[src/rtl/tristate_bus_arbiter.sv]
// ============================================================================
// Module   : tristate_bus_arbiter
// Brief    : Round-robin owner selection for a shared tri-state bus. Outputs
//            are registered one-hot bufif1 enables, with an all-off gap
//            between successive owners.
//            Optional macro BUS_ARB_TIMEOUT_EN adds a MAX_HOLD tenure limit.
// Revision : 1.0 - initial release
// ============================================================================
`default_nettype none

module tristate_bus_arbiter #(
  parameter int N          = 4,
  parameter int TURNAROUND = 1,
  parameter int MAX_HOLD   = 8
) (
  input  logic                 clk,
  input  logic                 rst,
  input  logic [N-1:0]         req,
  output logic [N-1:0]         grant,
  output logic [$clog2(N)-1:0] owner,
  output logic                 bus_idle,
  output logic                 preempt
);

  localparam int OW = $clog2(N);
  localparam int TW = $clog2(TURNAROUND + 1);
  localparam logic [OW-1:0] c_last_init = OW'(N - 1);
  localparam logic [TW-1:0] c_turn_last = TW'(TURNAROUND - 1);

  generate
    if (N < 2 || N > 8 || TURNAROUND < 1 || MAX_HOLD < 1) begin : g_bad_params
      $error("tristate_bus_arbiter: illegal parameter value");
    end
  endgenerate

  typedef enum logic [1:0] {
    S_IDLE = 2'd0,
    S_OWN  = 2'd1,
    S_TURN = 2'd2
  } state_t;

  state_t          r_state;
  logic [N-1:0]    r_grant;
  logic [OW-1:0]   r_owner;
  logic [OW-1:0]   r_last;
  logic [TW-1:0]   r_turn_cnt;
  logic            r_bus_idle;
  logic            w_timeout;
  logic            w_release;

  // Winner is the lowest requester above r_last, else the lowest requester overall.
  logic [OW-1:0]   w_hi_idx;
  logic [OW-1:0]   w_lo_idx;
  logic            w_hi_found;
  logic [OW-1:0]   w_win_idx;
  logic [N-1:0]    w_win_onehot;

  always_comb begin
    w_hi_idx   = '0;
    w_lo_idx   = '0;
    w_hi_found = 1'b0;
    for (int i = N - 1; i >= 0; i--) begin
      if (req[i]) begin
        w_lo_idx = OW'(i);
        if (OW'(i) > r_last) begin
          w_hi_idx   = OW'(i);
          w_hi_found = 1'b1;
        end
      end
    end
    w_win_idx    = w_hi_found ? w_hi_idx : w_lo_idx;
    w_win_onehot = {{(N-1){1'b0}}, 1'b1} << w_win_idx;
  end

`ifdef BUS_ARB_TIMEOUT_EN
  localparam int HW = $clog2(MAX_HOLD + 1);
  localparam logic [HW-1:0] c_max_hold = HW'(MAX_HOLD);

  logic [HW-1:0] r_hold_cnt;
  logic          r_preempt;

  assign w_timeout = req[r_owner] && (r_hold_cnt == c_max_hold);
  assign preempt   = r_preempt;
`else
  assign w_timeout = 1'b0;
  assign preempt   = 1'b0;
`endif

  assign w_release = !req[r_owner] || w_timeout;

  always_ff @(posedge clk) begin
    if (rst) begin
      r_state    <= S_IDLE;
      r_grant    <= '0;
      r_owner    <= '0;
      r_last     <= c_last_init;
      r_turn_cnt <= '0;
      r_bus_idle <= 1'b1;
`ifdef BUS_ARB_TIMEOUT_EN
      r_hold_cnt <= '0;
      r_preempt  <= 1'b0;
`endif
    end else begin
`ifdef BUS_ARB_TIMEOUT_EN
      r_preempt <= 1'b0;
`endif
      case (r_state)
        S_IDLE: begin
          if (|req) begin
            r_state    <= S_OWN;
            r_grant    <= w_win_onehot;
            r_owner    <= w_win_idx;
            r_bus_idle <= 1'b0;
`ifdef BUS_ARB_TIMEOUT_EN
            r_hold_cnt <= HW'(1);
`endif
          end
        end
        S_OWN: begin
          if (w_release) begin
            r_state    <= S_TURN;
            r_grant    <= '0;
            r_owner    <= '0;
            r_last     <= r_owner;
            r_turn_cnt <= '0;
            r_bus_idle <= 1'b1;
`ifdef BUS_ARB_TIMEOUT_EN
            r_hold_cnt <= '0;
            r_preempt  <= w_timeout;
          end else begin
            r_hold_cnt <= r_hold_cnt + 1'b1;
`endif
          end
        end
        S_TURN: begin
          if (r_turn_cnt == c_turn_last) begin
            r_state <= S_IDLE;
          end else begin
            r_turn_cnt <= r_turn_cnt + 1'b1;
          end
        end
        default: begin
          r_state <= S_IDLE;
        end
      endcase
    end
  end

  assign grant    = r_grant;
  assign owner    = r_owner;
  assign bus_idle = r_bus_idle;

endmodule

`default_nettype wire

[config.mk]
export PLATFORM = sky130hd
export DESIGN_NAME = tristate_bus_arbiter
export DESIGN_NICKNAME = d
export VERILOG_FILES = /design/src/rtl/tristate_bus_arbiter.sv
export SDC_FILE = /design/constraint.sdc
export NUM_CORES = 1
export LEC_CHECK = 0
export ABC_AREA = 1
export CAP_MARGIN = 20
export CORE_UTILIZATION = 41
export CTS_CLUSTER_SIZE = 14
export DETAILED_ROUTE_END_ITERATION = 16
export PLACE_DENSITY_LB_ADDON = 0.12
export RECOVER_POWER = 25
export SYNTH_ARGS = -nofsm -noshare
export SYNTH_HDL_FRONTEND = slang
export SYNTH_SLANG_ARGS = --single-unit
[constraint.sdc]
create_clock -name clk -period 1 [get_ports clk]
set_input_delay 0.1 -clock clk [delete_from_list [all_inputs] [get_ports clk]]
set_output_delay 0.1 -clock clk [all_outputs]
set_load 0.03 [all_outputs]
-- After elaboration in Yosys (flattened, before gate mapping)
Cells that the tools add are included.
- flip-flop bits (word level): 12
- input port bits: 6
- word-level logic and storage cells: 66
- $add $sub $neg: 1
- $lt $le $gt $ge: 5
- eq/ne operators: 5
- shifts and indexed selects: 1
- multiplexer cells: 39
- bitwise gates (word level): 1
- reduce and logical (&&, ||, !) cells: 8
- operator list (cell ; number):
    $mux 2 ; 18
    $mux 1 ; 13
    $mux 4 ; 2
    $pmux 4 s2 ; 1
    $ne 2x2->1 const B ; 3
    $pmux 2 s3 ; 1
    $reduce_and 3->1 ; 2
    $gt 1x2->1 const A ; 2
    $gt 2x2->1 const A ; 2
    $pmux 1 s2 ; 2
    $pmux 2 s2 ; 1
    $reduce_and 2->1 ; 2
    $reduce_bool 2->1 ; 2
    $reduce_or 4->1 ; 1
    $shl 1x2->4 const A ; 1
    $lt 2x3->1 const B ; 1
    $bmux 1 s2 ; 1
    $eq 2x1->1 const B ; 1
    $eq 2x2->1 const B ; 1
    $logic_not 2->1 ; 1
    $add 1x1->1 const B ; 1
    $not 1->1 ; 1

-- Depth between registers and ports, before layout
Gate-level depths: netlist of run 1.
- depth after elaboration: 13
- depth in mapped cells: 9
- mapped depth without buffers: 9

-- Least setup slack after synthesis of run 1
No wires, ideal clock.
- path type: reg-to-reg
- start: register r_owner[0] (netlist: owner[0])
- end: register r_last[0]
- setup time: 121 ps
- data arrival time: 1150 ps
- required time: 879 ps
- setup slack: -271 ps
- cell stages (with the launch flop): 8
- buffers on the path: 0
- path through: dfxtp_1 inv_1 nand2_1 nand3_1 nand3_2 nand3_2 nand2_1 nand3_1
- longest elaborated chain between the ends: 4
- RTL lines (element ; RTL line ; text):
    from (decl) ; 44 ; logic [OW-1:0] r_owner;
    from (signal assigned) ; 112 ; r_owner <= w_win_idx;
    $bmux 1 s2 ; 89 ; assign w_release = !req[r_owner] || w_timeout;
    $mux 1 (not written as such) ; 89 ;
    $not 1->1 (no source line) ; n/a ;
    $reduce_and 2->1 (no source line) ; n/a ;
    to (signal assigned) ; 96 ; r_last <= c_last_init;
    to (signal assigned) ; 124 ; r_last <= r_owner;
    to (decl) ; 45 ; logic [OW-1:0] r_last;
Several ways; a longest one is shown, not always the timed one. The select of a mux whose other input is x is not followed.
A chain may end at the register's enable or synchronous reset.

-- Worst setup path in the final report of run 1
- start: register r_owner[0] (netlist: owner[0])
- end: register r_owner[1] (netlist: owner[1])
- longest elaborated chain between the ends: 4
- RTL lines (element ; RTL line):
    $bmux 1 s2 ; 89
    $mux 1 (not written as such) ; 89
    $ne 2x2->1 (no source line) ; n/a
    $reduce_and 3->1 (no source line) ; n/a
Every way passes these cells. The select of a mux whose other input is x is not followed.

==> impl_results.md, run 1 <==
* Status: complete, but fails checks
* Failing checks: negative setup slack
* Post-CTS Hold Buffers at 0
* Later-pin clock latency in the skew report at 270 ps
* Final global-route overflow total at 0
* Commonest non-fill, non-tap cell in the layout: nand2_1
* Compound-Gate Fraction of Synth Area at 8.14%
* Max-slew violations at 0
* Mapped Cells at 88
* Period utilization at 107%
* Routed vias/inst at 4.67
* Largest net degree at the start of global routing at 8
* Worst path required time at 1200 ps
* Power Density at 1730 nW/µm²
* Sequential Power Share at 36.1%
* Worst setup EP type: flip-flop
* Mapped Area at 584 µm²
* Routed Antenna Nets at 0
* Final Hold Vio Count at 0
* Antenna violations before repair at 0
* Setup crit start kind: flip-flop
* DR iter-0 viols at 6
* Net Sw Frac at 39.1%
* Simple-Gate Fraction of Synth Area at 41.3%
* Register area share after synthesis at 37.7%
* Chip height at 39.8 µm
* Worst vdd ir at 0.872 mV
* DP Area at 773 µm²
* Min Tclk post-route at 1070 ps
* Die width at 39.8 µm
* DP HPWL at 1030 µm
* Vias in the first global route at 488
* CTS clk-pin slew, worst paths at 70 ps
* Clk network pwr share at 19.0%
* Port Buf Inserts at 12
* Largest family of logic cells by synthesized area: simple AND/OR/NAND/NOR gates
* Filler Cell Count at 113
* Synth top area cells: dfxtp_1, nand2_1, inv_1, a21oi_1, nand3_1
* Ant. Diodes at 0
* Maximum clock frequency at 935 MHz
* Number of core rows at 13
* WS Path Type: flip-flop to flip-flop
* Number of remaining DRC errors at 0
* Starting Density at 44.3%
* WP data arrival at 1270 ps
* Die footprint at 1580 µm²
* Final instance area at 925 µm²
* Mux cell area share after synthesis at 0%
* Logic pwr share at 44.9%
* GPL Wtd Cong at 0.814
* Place WS at -422 ps
* GRT Util Overall at 21.2%
* H-tree depth at 1
* Core area at 1320 µm²
* Most frequent cells in the layout: nand2_1, nand2_2, buf_4, inv_1, inv_2
* Setup violators final at 9
* Net switching power figure at 0.625 mW
* Leak at 0.449 nW
* CTS sink count at 11
* Clk buf depth at 2
* CTS buffer count at 3
* Top-area cell type share of the netlist area at 37.7%
* Layout cell share with drive strength beyond 1 at 54.0%
* Vias at 598
* Largest fanout on the critical path at 7
* Final clock skew at 2.26 ps
* Area added between synthesis and finish at 58.2%
* Max Cap Viol at 0
* Yosys cell types at 16
* Warnings from Yosys at 0
* Worst min path class: input pin to flip-flop
* Syn nets at 94
* RSZ-0062 raised after global routing: yes
* TritonCTS clock tree: built
* CTS root buf: clkbuf_4
* Syn avg cell area at 6.64 µm²
* Drt pass-1 iters at 4
* Worst hold slack at 436 ps
* IO Pins at 14
* Final net count at 120
* FF+latch count, synth at 11
* P_int at 0.975 mW
* Routed WL at 1390 µm
* Wire per inst at 10.8 µm
* Synth area leader: dfxtp_1
* First-pass GRT wire length at 2120 µm
* XOR/XNOR Fraction of Synth Area at 0%
* Final worst-path setup slack at -69.4 ps
* Post-synthesis adder-cell area fraction at 0%
-- cells in the mapped netlist --
cell type	count
a21oi_1	6
a21oi_2	2
buf_1	1
buf_4	1
conb_1	1
dfxtp_1	11
inv_1	12
inv_2	4
nand2_1	29
nand2_2	4
nand2_4	1
nand3_1	6
nand3_2	3
nand4_1	1
nor2_1	3
nor2_2	3
-- repair_timing --
action                     in CTS  in global routing
gates cloned                    0                  0
pin swaps                      11                  3
buffers inserted                2                  2
setup endpoints to repair      13                 13
resized for setup              26                  8
-- metrics by stage --
step,utilization (%),instances,setup TNS [ps],power [mW]
after floorplan,-,88,-86.9,0.940
after detailed placement,58.7,120,-4160,1.14
after global routing,70.2,128,-1130,1.70
after global placement,58.7,120,-3880,1.14
after CTS,67.3,126,-325,1.57
final,70.2,128,-416,1.60
-- worst max-delay path, stage by stage (launching register included) --
cell,delay [ps]
dfxtp_4,360
inv_2,60
nand2_1,60
nand3_2,80
nand3_4,100
nand2_4,140
nand2_1,80
a21oi_2,110
-- power by group through the flow --
stage	logic (mW)	registers (mW)	clock network (mW)
after floorplan	0.296	0.644	0
after CTS	0.682	0.576	0.313
final	0.718	0.577	0.304
after global placement	0.568	0.568	0
after global routing	0.779	0.587	0.336
after detailed placement	0.576	0.569	0
-- cells by family after synthesis --
logic type,count (synthesis)
AOI/OAI and AO/OA,8
buffers and inverters,18
DFF,11
other,1
and+or+nand+nor,50
-- registers in the layout, indices dropped and copies added, names as in the netlist --
signal    flops
owner         2
r_last        2
grant         4
bus_idle      1
r_state       2
-- routing by layer --
| metal | global-route usage, % | routed length [µm] | up-vias |
|---|---|---|---|
| li1 | - | - | 312 |
| met1 | 25.9 | 648 | 275 |
| met2 | 34.0 | 682 | 7 |
| met3 | 8.52 | 43 | 4 |
| met4 | 5.17 | 12 | 0 |
| met5 | 0 | 0 | - |
-- area by class of cell --
class | count | area [µm²] | share of cell area (%)
clock buffer | 4 | 26.3 | 2.84
inverter | 16 | 60.1 | 6.50
multi-input combinational | 59 | 373 | 40.3
sequential | 11 | 234 | 25.3
tap | 15 | 18.8 | 2.03
timing repair buffer | 23 | 213 | 23.0
-- final timing paths --
kind	start	endpoint	slack, ps	cells past startpoint
worst min register to register	grant[0]	grant[0]	460	2
worst max register to register	owner[0]	owner[1]	-70	7
worst min-delay path	req[0]	r_state[0]	440	6
worst max-delay path	owner[0]	owner[1]	-70	7
Note: power is estimated with default switching activity, not from simulation.
==> run 2, diff against run 1 <==
clock period = 0.9 ns   (was 1 ns; I/O delays follow)
==> run 2 against run 1 <==
The run still ends with negative setup slack left. Final cell count is 2.3% lower. Via count grew 4.2%. Worst setup slack worse by 99 ps. Die area stayed put. Critical endpoint is now r_last[0]. Clock skew shrank 1.2 ps. Flip-flop and latch count stayed put.
==> impl_results.md, run 2 (same netlist as run 1, synthesis figures left out) <==
* Worst vdd ir at 1.06 mV (+22%)
* TritonCTS clock tree: built
* Net Sw Frac at 40.8% (+1.7 points)
* Min Tclk post-route at 1070 ps (-0.763 ps)
* Leak at 0.431 nW (-4.1%)
* Maximum clock frequency at 936 MHz (about the same)
* WP data arrival at 1240 ps (-30 ps)
* Antenna violations before repair at 0 (unchanged)
* Later-pin clock latency in the skew report at 280 ps (about the same)
* Status: complete, but fails checks
* Final global-route overflow total at 0 (unchanged)
* WS Path Type: flip-flop to flip-flop
* Number of core rows at 13 (unchanged)
* Final worst-path setup slack at -169 ps (-99.2 ps)
* Worst path required time at 1070 ps (-130 ps)
* FF-to-FF setup slack at -170 ps (-100 ps)
* DP Area at 748 µm² (-3.2%)
* DR iter-0 viols at 38 (+32)
* CTS buffer count at 3 (unchanged)
* P_int at 1.06 mW (+9.2%)
* Setup TNS at -1810 ps (-1390 ps)
* Dpl cells at 118 (-1.7%)
* Largest fanout on the critical path at 5 (-2)
* Die width at 39.8 µm (unchanged)
* Max FFs per register at 4 (unchanged)
* First-pass GRT wire length at 2160 µm (+1.9%)
* Worst path slowest cell: dfxtp_4
* Layout cell share with drive strength beyond 1 at 57.3% (+3.3 points)
* CP Buf/Inv Count at 1 (unchanged)
* Vias at 623 (+4.2%)
* Chip height at 39.8 µm (unchanged)
* Die footprint at 1580 µm² (unchanged)
* Max Cap Viol at 0 (unchanged)
* CTS root buf: clkbuf_4
* Critical-path cell list: nand2_1, nand3_2, nand3_4, nand3_4, inv_2, nand2_1, nand3_1
* Routed WL at 1430 µm (+2.9%)
* Clk network pwr share at 20.3% (+1.3 points)
* Starting Density at 44.3% (unchanged)
* GRT Util Overall at 22.0% (+0.80 points)
* Failing checks: negative setup slack
* H-tree depth at 1 (unchanged)
* Final clock skew at 1.02 ps (-1.24 ps)
* Net switching power figure at 0.733 mW (+17%)
* Largest net degree at the start of global routing at 8 (unchanged)
* Wire per inst at 11.4 µm (+5.4%)
* GPL Wtd Cong at 0.755 (-7.2%)
* Ant. Diodes at 0 (unchanged)
* Final Hold Vio Count at 0 (unchanged)
* RSZ-0062 raised after global routing: yes
* CTS sink count at 11 (unchanged)
* Clk buf depth at 2 (unchanged)
* CTS clk-pin slew, worst paths at 80 ps (about the same)
* Worst hold slack at 421 ps (-14.4 ps)
* Worst setup EP type: flip-flop
* IO Pins at 14 (unchanged)
* Drt pass-1 iters at 4 (unchanged)
* Max-slew violations at 0 (unchanged)
* Routed vias/inst at 4.98 (+6.7%)
* Sequential Power Share at 36.4% (+0.3 points)
* Final Core Density at 68.7% (-1.5 points)
* Area added between synthesis and finish at 54.8%
* Vias in the first global route at 531 (+8.8%)
* Routed Antenna Nets at 0 (unchanged)
* Worst min path class: input pin to flip-flop
* Port Buf Inserts at 12 (unchanged)
* Place WS at -486 ps (-63.2 ps)
* Final instance area at 905 µm² (-2.2%)
* Core area at 1320 µm² (unchanged)
* CP delay by family, top: simple AND/OR/NAND/NOR gates
* DP HPWL at 941 µm (-9.0%)
* Setup violators final at 13 (+4)
* Setup crit start kind: flip-flop
* Logic pwr share at 43.3% (-1.6 points)
* Power Density at 1990 nW/µm² (+15%)
* Number of remaining DRC errors at 0 (unchanged)
* Final net count at 117 (-2.5%)
* Commonest non-fill, non-tap cell in the layout: nand2_1
* Post-CTS Hold Buffers at 0 (unchanged)
* Most frequent cells in the layout: nand2_1, nand2_2, inv_1, buf_4
* Non-Filler Instances at 125 (-2.3%)
* Period utilization at 119% (+12 points)
* Crit-path max cell delay at 390 ps (+30 ps)
* Tot Pwr at 1.80 mW (+12%)
==> run 2: area by class of cell <==
class | count | area (µm²)
clock buffer | 4 | 26.3
fill | 118 | 413
inverter | 16 | 62.6
multi-input combinational | 59 | 377
sequential | 11 | 236
tap | 15 | 18.8
timing repair buffer | 20 | 184
==> run 2: worst register-to-register path: stages (launching register included) <==
cell and delay, ps:
dfxtp_4 390, nand2_1 80, nand3_2 100, nand3_4 110
nand3_4 140, inv_2 40, nand2_1 50, nand3_1 50
==> run 2: path summary, 6_finish.rpt <==
check	start	endpoint	cells past startpoint
max reg2reg	owner[0]	r_last[0]	7
min	rst	grant[2]	2
max	owner[0]	r_last[0]	7
min reg2reg	grant[3]	grant[3]	2
==> run 2: metal layers <==
| metal | GRT usage (%) | vias up | part of all wire, % |
|---|---|---|---|
| li1 | - | 310 | - |
| met1 | 25.2 | 280 | 42 |
| met2 | 35.2 | 29 | 49 |
| met3 | 6.82 | 4 | 6.7 |
| met4 | 12.9 | 0 | 1.7 |
| met5 | 0 | - | 0 |
==> run 2: repair_timing <==
item | 4_1_cts | 5_1_grt
gates resized for setup | 24 | 16
setup buffers | 2 | 1
setup endpoints to repair | 14 | 16
pin swaps | 8 | 5
==> run 2: power by group through the flow <==
stage          clock [mW]  combinational, mW  sequential, mW
4_1_cts             0.364              0.719           0.639
3_5_place_dp            0              0.612           0.633
2_1_floorplan           0              0.331           0.718
5_1_grt             0.392              0.846           0.662
6_report            0.364              0.779           0.654
3_3_place_gp            0              0.613           0.633
